**src/rtl/ram2m_dma_pkg.sv**
```systemverilog
// ram2m_dma_pkg: shared widths, command modes and state encoding for the RAM block-transfer engine
package ram2m_dma_pkg;
    localparam int AW = 21;
    localparam int DW = 16;
    localparam int LW = 22;
    localparam logic MODE_COPY = 1'b0;
    localparam logic MODE_FILL = 1'b1;
    localparam logic [0:0] ST_IDLE = 1'b0;
    localparam logic [0:0] ST_RUN  = 1'b1;
endpackage

```
**src/rtl/ram2m_dma_addr_gen.sv**
```systemverilog
// ram2m_dma_addr_gen: loadable address pointer stepping by +/-1, wrapping modulo 2^AW
module ram2m_dma_addr_gen
    import ram2m_dma_pkg::*;
(
    input  logic          clk,
    input  logic          reset,
    input  logic          load,
    input  logic [AW-1:0] load_val,
    input  logic          step,
    input  logic          dec,
    output logic [AW-1:0] ptr
);
    always_ff @(posedge clk) begin
        if (reset)
            ptr <= '0;
        else if (load)
            ptr <= load_val;
        else if (step)
            ptr <= dec ? ptr - AW'(1) : ptr + AW'(1);
    end
endmodule

```
**src/rtl/ram2m_dma.sv**
```systemverilog
// ram2m_dma: one-word-per-clock copy/fill engine owning the RAM write port and read port A
module ram2m_dma
    import ram2m_dma_pkg::*;
(
    input  logic          clk,
    input  logic          reset,
    input  logic          cmd_valid,
    output logic          cmd_ready,
    input  logic          cmd_mode,
    input  logic [AW-1:0] cmd_src,
    input  logic [AW-1:0] cmd_dst,
    input  logic [LW-1:0] cmd_len,
    input  logic [DW-1:0] cmd_fill,
    output logic          busy,
    output logic          done,
    output logic [LW-1:0] remaining,
    input  logic          cpu_wr,
    input  logic [AW-1:0] cpu_wr_addr,
    input  logic [DW-1:0] cpu_d_in,
    output logic          cpu_wr_ready,
    input  logic [AW-1:0] cpu_rd_addr,
    output logic          mem_wr,
    output logic [AW-1:0] mem_wr_addr,
    output logic [DW-1:0] mem_d_in,
    output logic [AW-1:0] mem_rd_addr_a,
    output logic [AW-1:0] mem_rd_addr_b,
    input  logic [DW-1:0] mem_d_out_a
);
    logic [0:0]    state;
    logic          mode;
    logic          dec;
    logic [DW-1:0] fill;
    logic [AW-1:0] src_ptr, dst_ptr, src_load, dst_load, len_m1;
    logic          run, accept, cmd_dec;

    assign run      = state == ST_RUN;
    assign accept   = cmd_valid && cmd_ready;
    // copying upward into an overlapping range must walk from the top end down
    assign cmd_dec  = cmd_mode == MODE_COPY && cmd_dst > cmd_src;
    assign len_m1   = cmd_len[AW-1:0] - AW'(1);
    assign src_load = cmd_dec ? cmd_src + len_m1 : cmd_src;
    assign dst_load = cmd_dec ? cmd_dst + len_m1 : cmd_dst;

    always_ff @(posedge clk) begin
        if (reset) begin
            state     <= ST_IDLE;
            mode      <= MODE_COPY;
            dec       <= 1'b0;
            fill      <= '0;
            remaining <= '0;
            done      <= 1'b0;
        end else begin
            done <= 1'b0;
            if (accept) begin
                mode      <= cmd_mode;
                dec       <= cmd_dec;
                fill      <= cmd_fill;
                remaining <= cmd_len;
                state     <= cmd_len != '0 ? ST_RUN : ST_IDLE;
                done      <= cmd_len == '0;
            end else if (run) begin
                remaining <= remaining - LW'(1);
                if (remaining == LW'(1)) begin
                    state <= ST_IDLE;
                    done  <= 1'b1;
                end
            end
        end
    end

    ram2m_dma_addr_gen u_src (
        .clk(clk), .reset(reset), .load(accept), .load_val(src_load),
        .step(run), .dec(dec), .ptr(src_ptr)
    );

    ram2m_dma_addr_gen u_dst (
        .clk(clk), .reset(reset), .load(accept), .load_val(dst_load),
        .step(run), .dec(dec), .ptr(dst_ptr)
    );

    assign busy          = run;
    assign cmd_ready     = !run;
    assign cpu_wr_ready  = !run;
    assign mem_wr        = !reset && (run || cpu_wr);
    assign mem_wr_addr   = run ? dst_ptr : cpu_wr_addr;
    assign mem_d_in      = run ? (mode == MODE_FILL ? fill : mem_d_out_a) : cpu_d_in;
    assign mem_rd_addr_a = run ? src_ptr : '0;
    assign mem_rd_addr_b = cpu_rd_addr;
endmodule

```
**config.mk**
```make
export PLATFORM = sky130hd
export DESIGN_NAME = ram2m_dma
export DESIGN_NICKNAME = d
export VERILOG_FILES = /design/src/rtl/ram2m_dma_pkg.sv /design/src/rtl/ram2m_dma_addr_gen.sv /design/src/rtl/ram2m_dma.sv
export SDC_FILE = /design/constraint.sdc
export NUM_CORES = 1
export LEC_CHECK = 0
export BUFFER_PORTS_ARGS = -buffer_cell sky130_fd_sc_hd__buf_4
export CORE_MARGIN = 3
export CORE_UTILIZATION = 43
export CTS_CLUSTER_DIAMETER = 50
export DETAILED_ROUTE_END_ITERATION = 6
export GPL_TIMING_DRIVEN = 0
export PLACE_DENSITY = 0.68
export SLEW_MARGIN = 20
export SYNTH_ARGS = -nofsm -noshare
export SYNTH_HDL_FRONTEND = slang
export SYNTH_SLANG_ARGS = --single-unit
export TNS_END_PERCENT = 50
```
**constraint.sdc**
```tcl
create_clock -name clk -period 8.2 [get_ports clk]
set_input_delay 0.41 -clock clk [delete_from_list [all_inputs] [get_ports clk]]
set_output_delay 0.41 -clock clk [all_outputs]
set_load 0.02 [all_outputs]
```
## Word level (Yosys, flattened, before mapping)

Cells that the tools add are included.

| operators by class | value |
|---|---|
| multiply operators | 0 |
| bitwise logic cells | 1 |
| reductions and logical operators | 9 |
| eq/ne operators | 1 |
| muxes and demuxes | 21 |
| $lt $le $gt $ge | 1 |
| shifts and indexed selects | 0 |
| divide/modulo/power cells | 0 |
| add/sub/neg operators | 8 |

Operators with widths:

| cell | number |
|---|---|
| two-way mux 21 bit | 10 |
| subtractor 21 x 1 -> 21 bit (second input constant) | 3 |
| two-way mux 22 bit | 2 |
| adder 21 x 1 -> 21 bit (second input constant) | 2 |
| adder 21 bit | 2 |
| two-way mux 16 bit | 2 |
| equality test 22 x 1 -> 1 bit (second input constant) | 1 |
| logical NOT 22 bit | 1 |
| nonzero test 22 bit | 1 |
| subtractor 22 x 1 -> 22 bit (second input constant) | 1 |
| > comparator 21 bit | 1 |
| two-way mux 1 bit | 7 |
| logical AND 1 bit | 3 |
| logical NOT 1 bit | 2 |
| nonzero test 2 bit | 1 |
| logical OR 1 bit | 1 |
| inverter 1 bit | 1 |

| word-level totals | value |
|---|---|
| memories | 0 |
| bits in registers | 84 |
| latch bits | 0 |
| input port bits | 159 |
| memory bits (read-only) | 0 |
| bits in writable memories | 0 |

## Logic depth before layout (Yosys ltp)

Gate-level depths: netlist (run 1).

| depth | value |
|---|---|
| word-level depth | 4 |
| mapped depth | 16 |
| gate-level depth less buffers | 16 |

## Cells and area by module

A second synthesis (run 1) with hierarchy kept.

| unflattened totals | value |
|---|---|
| cells, all modules | 1417 |
| area, all modules | 10243.6 um^2 |

Modules (own cells, without submodules):

| module | instances | cells each | area each (um^2) |
|---|---|---|---|
| ram2m_dma | 1 | 875 | 6134.6 |
| ram2m_dma_addr_gen | 2 | 271 | 2054.5 |

## Worst setup path after synthesis (run 1)

Ideal clock, no wire load.

| timing | value |
|---|---|
| kind | register to register |
| start | register dec |
| end | register u_dst.ptr[20] |
| arrival | 3491 ps |
| required time | 8136 ps |
| period minus slack after synthesis | 3555 ps |
| path slack | 4645 ps |
| cell stages (with the launch flop) | 12 |
| path buffers | 0 |
| cells stage by stage | dfxtp_1 -> inv_1 -> fa_1 -> nor2b_4 -> o31a_1 -> o2111a_1 -> o21a_1 -> o21a_1 -> o21ai_2 -> and3_1 -> or4_1 -> nor2_1 |

| between the ends | value |
|---|---|
| word-level cells in the longest chain between the ends | 3 |

RTL lines:

| element | RTL line | RTL |
|---|---|---|
| from (decl) | ram2m_dma.sv:31 | `logic dec;` |
| from (signal assigned) | ram2m_dma.sv:56 | `dec <= cmd_dec;` |
| two-way mux 21 bit | ram2m_dma_addr_gen.sv:19 | `ptr <= dec ? ptr - AW'(1) : ptr + AW'(1);` |
| two-way mux 21 bit | ram2m_dma_addr_gen.sv:18 | `else if (step)` |
| two-way mux 21 bit | ram2m_dma_addr_gen.sv:16 | `else if (load)` |
| to (signal assigned) | ram2m_dma_addr_gen.sv:17 | `ptr <= load_val;` |
| to (signal assigned) | ram2m_dma_addr_gen.sv:19 |  |
| to (decl) | ram2m_dma_addr_gen.sv:11 | `output logic [AW-1:0] ptr` |

No other way between the ends. The select of a mux whose other input is x is not followed.
A chain may end at the register's enable or synchronous reset.

## Final worst setup path (run 1)

| timing | value |
|---|---|
| start | input port cmd_len[0] |
| end | register u_src.ptr[15] |

| between the ends | value |
|---|---|
| word-level cells in the longest chain between the ends | 4 |

RTL lines:

| element | RTL line | RTL |
|---|---|---|
| from (decl) | ram2m_dma.sv:12 | `input logic [LW-1:0] cmd_len,` |
| subtractor 21 x 1 -> 21 bit | ram2m_dma.sv:40 | `assign len_m1 = cmd_len[AW-1:0] - AW'(1);` |
| adder 21 bit | ram2m_dma.sv:41 | `assign src_load = cmd_dec ? cmd_src + len_m1 : cmd_src;` |
| two-way mux 21 bit | ram2m_dma.sv:41 |  |
| two-way mux 21 bit | ram2m_dma_addr_gen.sv:16 |  |
| to (signal assigned) | ram2m_dma_addr_gen.sv:17 |  |
| to (signal assigned) | ram2m_dma_addr_gen.sv:19 |  |
| to (decl) | ram2m_dma_addr_gen.sv:11 |  |

No other way between the ends.

==> summary.txt, run 1 <==
STA
  • Hold Worst Slack: 0.304 ns
  • Crit path time final: 4.26 ns
  • Fin. Hold Viols: 0
  • Period utilisation layout: 51.9%
  • Setup ws final: 3.94 ns
  • Endpoints failing setup: 0
  • Setup TNS: 0 ns
  • RSZ-0062 raised after global routing: no
  • Worst-margin pin slew: 0.868 ns
  • Fmax: 0.235 GHz
  • Skew final: 0.00845 ns
  • Final Max Slew Viols: 0
  • Max transition margin: 42.2%

Pwr
  • Max IR drop VDD: 0.000107 V
  • P_leak: 5.36 nW
  • Power Density: 143 nW/µm²

Synth
  • Syn Area/Cell: 7.37 µm²
  • #FFs+latches synth: 84
  • Post-synthesis cell count: 1,266
  • Yosys warns: 0
  • Area leader, netlist: dfxtp_1
  • Synth cell count leaders: a21oi_1, nor2_1, nand2_1
  • Most used flip-flop cell after synthesis: dfxtp_1
  • Post-synth ARST share: 0%
  • Area fraction of the dominant cell type after synthesis: 18.0%
  • Synth area leaders: dfxtp_1, ha_1, a21oi_1, nor2_1, nand2_1
  • Syn nets: 1,534
  • Number of synthesized flops with an enable pin: 0
  • Count leader, synth: a21oi_1
  • Post-Syn Area: 9340 µm²
  • Sequential element share of the synthesized area: 18.0%
  • Synth cell types: 71

Run
  • Max-cap violation count: 0

Final layout
  • Antenna cells: 0
  • FILL cells: 2,091
  • Final #Nets: 1,788
  • Layout cells sized above 1: 21.0%
  • Synth-to-layout area growth: 26.6%
  • Final cell count without fillers: 1,800

Clock tree
  • Num CTS Buffers: 9
  • Max clock buf depth: 2
  • Cts hold-fix bufs: 0
  • CTS clock-pin slew for the worst setup and hold paths: 0.07 ns
  • Post-CTS Resized: 0
  • Setup bufs post-CTS: 0
  • Clock latency on the worst-skew pair: 0.35 ns
  • CTS tree: yes
  • CTS sink count: 84
  • Root buffer cell: clkbuf_16
  • Max H-tree Level: 3

Critical path
  • Worst r2r src: dec
  • Critical path class: in2reg
  • Critical Path End: u_src.ptr[15]
  • Critical path endpoint category: flip-flop
  • Worst setup path startpoint: cmd_len[0]
  • Crit-path max FO: 5
  • Critical path arrival: 4.47 ns
  • Worst R2R Setup Slack: 4.81 ns
  • Worst R2R Path Depth: 11
  • Worst R2R End: u_dst.ptr[19]
  • Crit start category: input pin
  • Req. time, crit path: 8.41 ns

Floorplan
  • Starting density of the core: 44.1%
  • Row Count: 53
  • Die X-Extent: 153 µm
  • Die Ht: 153 µm
  • IO Pins: 265
  • Total die area: 23,500 µm²
  • Core Area: 21,200 µm²

Global routing
  • Initial antenna violation count: 0
  • Total grt overflow: 0
  • Tot GR Track Use: 29.7%
  • Global-route wire length before repair: 55.8 mm
  • Pin count of the biggest net entering global routing: 29
  • Number of global-route vias before repair: 9,859

Placement
  • Port buffer count: 242
  • Placed cell count: 1,784
  • Gpl congestion: 0.955
  • Dpl ws: 3.68 ns
  • DP HPWL: 29.6 mm

Drt
  • DRT iter0 DRCs: 1,070
  • Post-DR vias/cell: 5.94
  • Drt wl/cell: 20.6 µm
  • DRC: 0
  • Drt pass-1 iters: 7
  • DRT Wirelength: 37.0 mm
  • Via Count: 10.7k
  • Routed Antenna Nets: 0

Hold path
  • Worst min-delay path class: in2reg

Status
  • Outcome: complete, no violations
==> layer usage <==
layer  part of all wire (%)  GRT usage (%)  up-vias
li1                       -              -     5127
met1                     43           41.5     4998
met2                     45           47.0      494
met3                    8.7           4.64       72
met4                    3.0           9.21        0
met5                      0              0        -
==> through the flow <==
stage / utilization (%) / area (µm²) / power, W
floorplan: - / 9340 / 0.000966
global route: 55.9 / 11800 / 0.00178
global placement: 54.3 / 11500 / 0.00124
CTS: 55.9 / 11800 / 0.00167
finish: 55.9 / 11800 / 0.00169
detailed placement: 54.4 / 11500 / 0.00125
==> state kept, by name, indices dropped and copies added (netlist names) <==
register / flops
busy: 1
dec: 1
done: 1
fill: 16
mode: 1
remaining: 22
u_dst.ptr: 21
u_src.ptr: 21
==> report_power, final <==
part | switching [W] | total, W | internal [W]
sequential | 0.0000451 | 0.000494 | 0.000448
combinational | 0.000452 | 0.000768 | 0.000316
clock | 0.000185 | 0.000425 | 0.000240
==> cell usage in the layout, fill, tap and decap left out, types with 8 or more instances in the layout <==
master     Yosys  routed
inv_1         47      47
xor2_1        44      44
nand2_1      126     126
xnor2_1       37      37
o21bai_1       8       8
o21a_1        10      10
nor4_1        12      12
or3_1          9       9
nor2_1       129     129
and2_1        24      24
o22ai_1       18      18
o211ai_1      18      18
mux2_2        22      22
nand3_1       29      29
mux2i_1       22      22
a211oi_1      25      25
dfxtp_1       84      83
clkbuf_16      0       9
a31oi_1       10      10
nor3_1        35      35
a21oi_1      131     131
and3_1        10      10
o21ai_0       79      79
nand2b_1      15      15
o31ai_1       13      13
ha_1         105     105
clkbuf_1      44      45
a21o_1        28      28
buf_4         22     264
==> critical path, stage by stage <==
cell and delay (ns):
buf_4 0.13, inv_1 0.14, ha_1 0.26, nand2_1 0.10, or3_1 0.37, xnor2_1 0.31
ha_1 0.35, a2111oi_0 0.44, nand2b_1 0.18, a311oi_2 0.42, o22ai_1 0.21, or2_2 0.32
xor2_1 0.14, a211oi_1 0.53, o32ai_1 0.14
==> cells by family after synthesis <==
| group | after synthesis | share of synthesized area [%] |
|---|---|---|
| AO/OA/AOI/OAI | 403 | 27.5 |
| AND/OR/NAND/NOR | 419 | 20.8 |
| multiplexers | 45 | 5.13 |
| buffers and inverters | 125 | 5.96 |
| adder cells (fa/ha/maj) | 109 | 14.9 |
| XOR/XNOR | 81 | 7.60 |
| flip-flops | 84 | 18.0 |
==> area by class of cell <==
type | count | area, µm² | area share (%)
multi-input cells | 1057 | 7100 | 60.1
flip-flops and latches | 84 | 1680 | 14.2
plain buffers | 77 | 377 | 3.19
clock inverters | 6 | 72.6 | 0.614
inverters | 48 | 180 | 1.52
well taps | 275 | 344 | 2.91
clock buffers | 10 | 229 | 1.94
repair buffers | 243 | 1840 | 15.5
==> worst min-delay path by stage <==
| stage | start | end | slack, ns | cells past startpoint |
|---|---|---|---|---|
| 2_1_floorplan | fill[0] | fill[0] | 0.44 | 2 |
| 3_3_place_gp | fill[14] | fill[14] | 0.44 | 2 |
| 3_5_place_dp | fill[0] | fill[0] | 0.45 | 2 |
| 4_1_cts | cmd_fill[3] | fill[3] | 0.30 | 3 |
| 5_1_grt | cmd_fill[3] | fill[3] | 0.30 | 3 |
| 6_report | cmd_fill[3] | fill[3] | 0.30 | 3 |
Power figures use the tool's default switching activity.
==> run 2: changes to the inputs <==
- clock period: 8.2 -> 4.01 ns (I/O delays scaled with it)
==> run 2 against run 1 <==
First-iteration DRC count is 1.8% lower; die area did not move; routed wire length is 0.40% lower; combinational power grew 110%; total power grew 110%; highest routed layer unchanged; clock power up 100%; critical path type unchanged; clock-buffer cell count did not move; largest power group unchanged; sequential power up 100%; sequential share of layout area decreased by 0.070 points; non-clock buffer count is 2 higher; final area is 0.50% higher; flip-flop and latch count stayed put.
==> summary.txt, run 2 (synthesis gave the netlist of run 1 again) <==
Floorplan
  • Die Ht: 153 µm
  • Row Count: 53
  • Total die area: 23,500 µm²
  • Core Area: 21,200 µm²
  • Starting density of the core: 44.1%
  • Die X-Extent: 153 µm
  • IO Pins: 265

Clock tree
  • CTS sink count: 84
  • CTS tree: yes
  • Root buffer cell: clkbuf_16
  • Num CTS Buffers: 9
  • Max H-tree Level: 3
  • Max clock buf depth: 2
  • CTS clock-pin slew for the worst setup and hold paths: 0.07 ns
  • Clock latency on the worst-skew pair: 0.35 ns

Placement
  • Placed Area: 11,500 µm²
  • Dpl ws: -0.296 ns
  • DP HPWL: 29.6 mm
  • Placed cell count: 1,784
  • Gpl congestion: 0.955
  • Port buffer count: 242

Pwr
  • Power Density: 291 nW/µm²
  • Clock power frac: 25.2%
  • Max IR drop VDD: 0.000218 V
  • Int Power: 0.00206 W
  • Reg power frac: 29.2%
  • Sw frac: 40.5%
  • P_leak: 5.38 nW
  • Switching power total: 0.00140 W
  • Power share of the combinational group: 45.7%

STA
  • Fmax: 0.264 GHz
  • Endpoints failing setup: 0
  • Final Max Slew Viols: 0
  • Skew final: 0.00970 ns
  • Setup TNS: 0 ns
  • Worst-margin pin slew: 0.841 ns
  • Setup ws final: 0.226 ns
  • Crit path time final: 3.78 ns
  • Period utilisation layout: 94.4%
  • Fin. Hold Viols: 0
  • Max transition margin: 43.9%

Critical path
  • Worst R2R Path Depth: 11
  • Critical path class: in2reg
  • Crit-path max FO: 5
  • Worst r2r src: dec
  • Critical path endpoint category: flip-flop
  • Req. time, crit path: 4.22 ns
  • Worst R2R Setup Slack: 0.62 ns
  • Crit start category: input pin
  • Worst R2R End: u_dst.ptr[19]
  • Critical path arrival: 3.99 ns

Drt
  • Drt wl/cell: 20.5 µm
  • DRT Wirelength: 36.9 mm
  • Routed Antenna Nets: 0
  • Drt pass-1 iters: 7
  • DRT iter0 DRCs: 1,051
  • DRC: 0
  • Post-DR vias/cell: 5.95
  • Via Count: 10.7k

Final layout
  • Commonest non-fill, non-tap cells in the layout: buf_4, a21oi_1, nor2_1
  • Sequential cell area: 1680 µm²
  • FILL cells: 2,090
  • Commonest non-fill, non-tap cell in the layout: buf_4
  • Largest regs: remaining: 22 flops, u_dst.ptr: 21 flops, u_src.ptr: 21 flops
  • Final core occ: 56.2%
  • Biggest register: remaining
  • Antenna cells: 0
  • Final cell count without fillers: 1,802
  • Design Area, Final: 11,900 µm²
  • Synth-to-layout area growth: 27.2%
  • Max reg flops: 22
  • Final #Nets: 1,790
  • Multi-input logic area: 7140 µm²
  • Layout cells sized above 1: 21.5%

Global routing
  • Total grt overflow: 0
  • Pin count of the biggest net entering global routing: 29
  • Global-route wire length before repair: 55.8 mm
  • Number of global-route vias before repair: 9,859
  • Initial antenna violation count: 0
  • Tot GR Track Use: 29.7%

Hold path
  • Cell count of the worst hold path: 3
  • WHS Endpoint: fill[3]
  • Worst Hold Launch: cmd_fill[3]
  • Worst min-delay path class: in2reg

Run
  • Max-cap violation count: 0

Status
  • Outcome: complete, no violations
==> run 2: cell type report <==
class / instances / share of cell area (%)
Timing Repair Buffer: 245 / 15.6
Tap cell: 275 / 2.90
Clock inverter: 6 / 0.611
Inverter: 48 / 1.52
Clock buffer: 10 / 1.93
Multi-Input combinational cell: 1057 / 60.1
Buffer: 77 / 3.17
Sequential cell: 84 / 14.2
==> run 2: metal layers <==
layer | vias up | wire length (µm) | track usage, % | part of all wire (%)
li1 | 5140 | - | - | -
met1 | 5025 | 15600 | 41.5 | 42
met2 | 489 | 16700 | 47.0 | 45
met3 | 74 | 3460 | 4.64 | 9.4
met4 | 0 | 1010 | 9.21 | 2.7
met5 | - | 0 | 0 | 0
==> run 2: timing repair <==
action	4_1_cts	5_1_grt
setup buffers	0	2
setup endpoints to repair	0	8
gates resized for setup	0	7
hold buffers	0	0
==> run 2: how the worst max path moves through the flow <==
stage	from	end	slack (ns)	cells past startpoint
5_1_grt	cmd_len[5]	u_dst.ptr[17]	-0.01	18
3_3_place_gp	dec	u_dst.ptr[19]	-0.49	10
2_1_floorplan	dec	u_dst.ptr[20]	0.45	11
6_report	cmd_len[0]	u_src.ptr[15]	0.23	15
4_1_cts	cmd_len[0]	u_src.ptr[15]	0.06	15
3_5_place_dp	cmd_len[0]	u_src.ptr[15]	-0.30	15
==> run 2: power by group through the flow <==
stage | sequential, W | clock [W] | combinational, W
2_1_floorplan | 0.00102 | 0 | 0.000957
3_3_place_gp | 0.00103 | 0 | 0.00151
3_5_place_dp | 0.00102 | 0 | 0.00153
4_1_cts | 0.00101 | 0.000873 | 0.00154
5_1_grt | 0.00102 | 0.000918 | 0.00171
6_report | 0.00101 | 0.000871 | 0.00158
==> run 2: per-stage QoR <==
step	power [W]	hold WS, ns
4_1_cts	0.00342	0.0877
3_3_place_gp	0.00254	0.445
3_5_place_dp	0.00256	0.450
2_1_floorplan	0.00198	0.336
5_1_grt	0.00365	0.0886
6_report	0.00346	0.0957
==> run 2: worst max-delay path, cell delays in order <==
cell	delay, ns
buf_4	0.13
inv_1	0.14
ha_1	0.26
nand2_1	0.11
or3_1	0.37
xnor2_1	0.31
ha_1	0.35
a2111oi_1	0.39
nand2b_1	0.20
a311oi_4	0.37
o22ai_1	0.19
or2_2	0.32
xor2_1	0.15
a211oi_2	0.37
o32ai_1	0.12
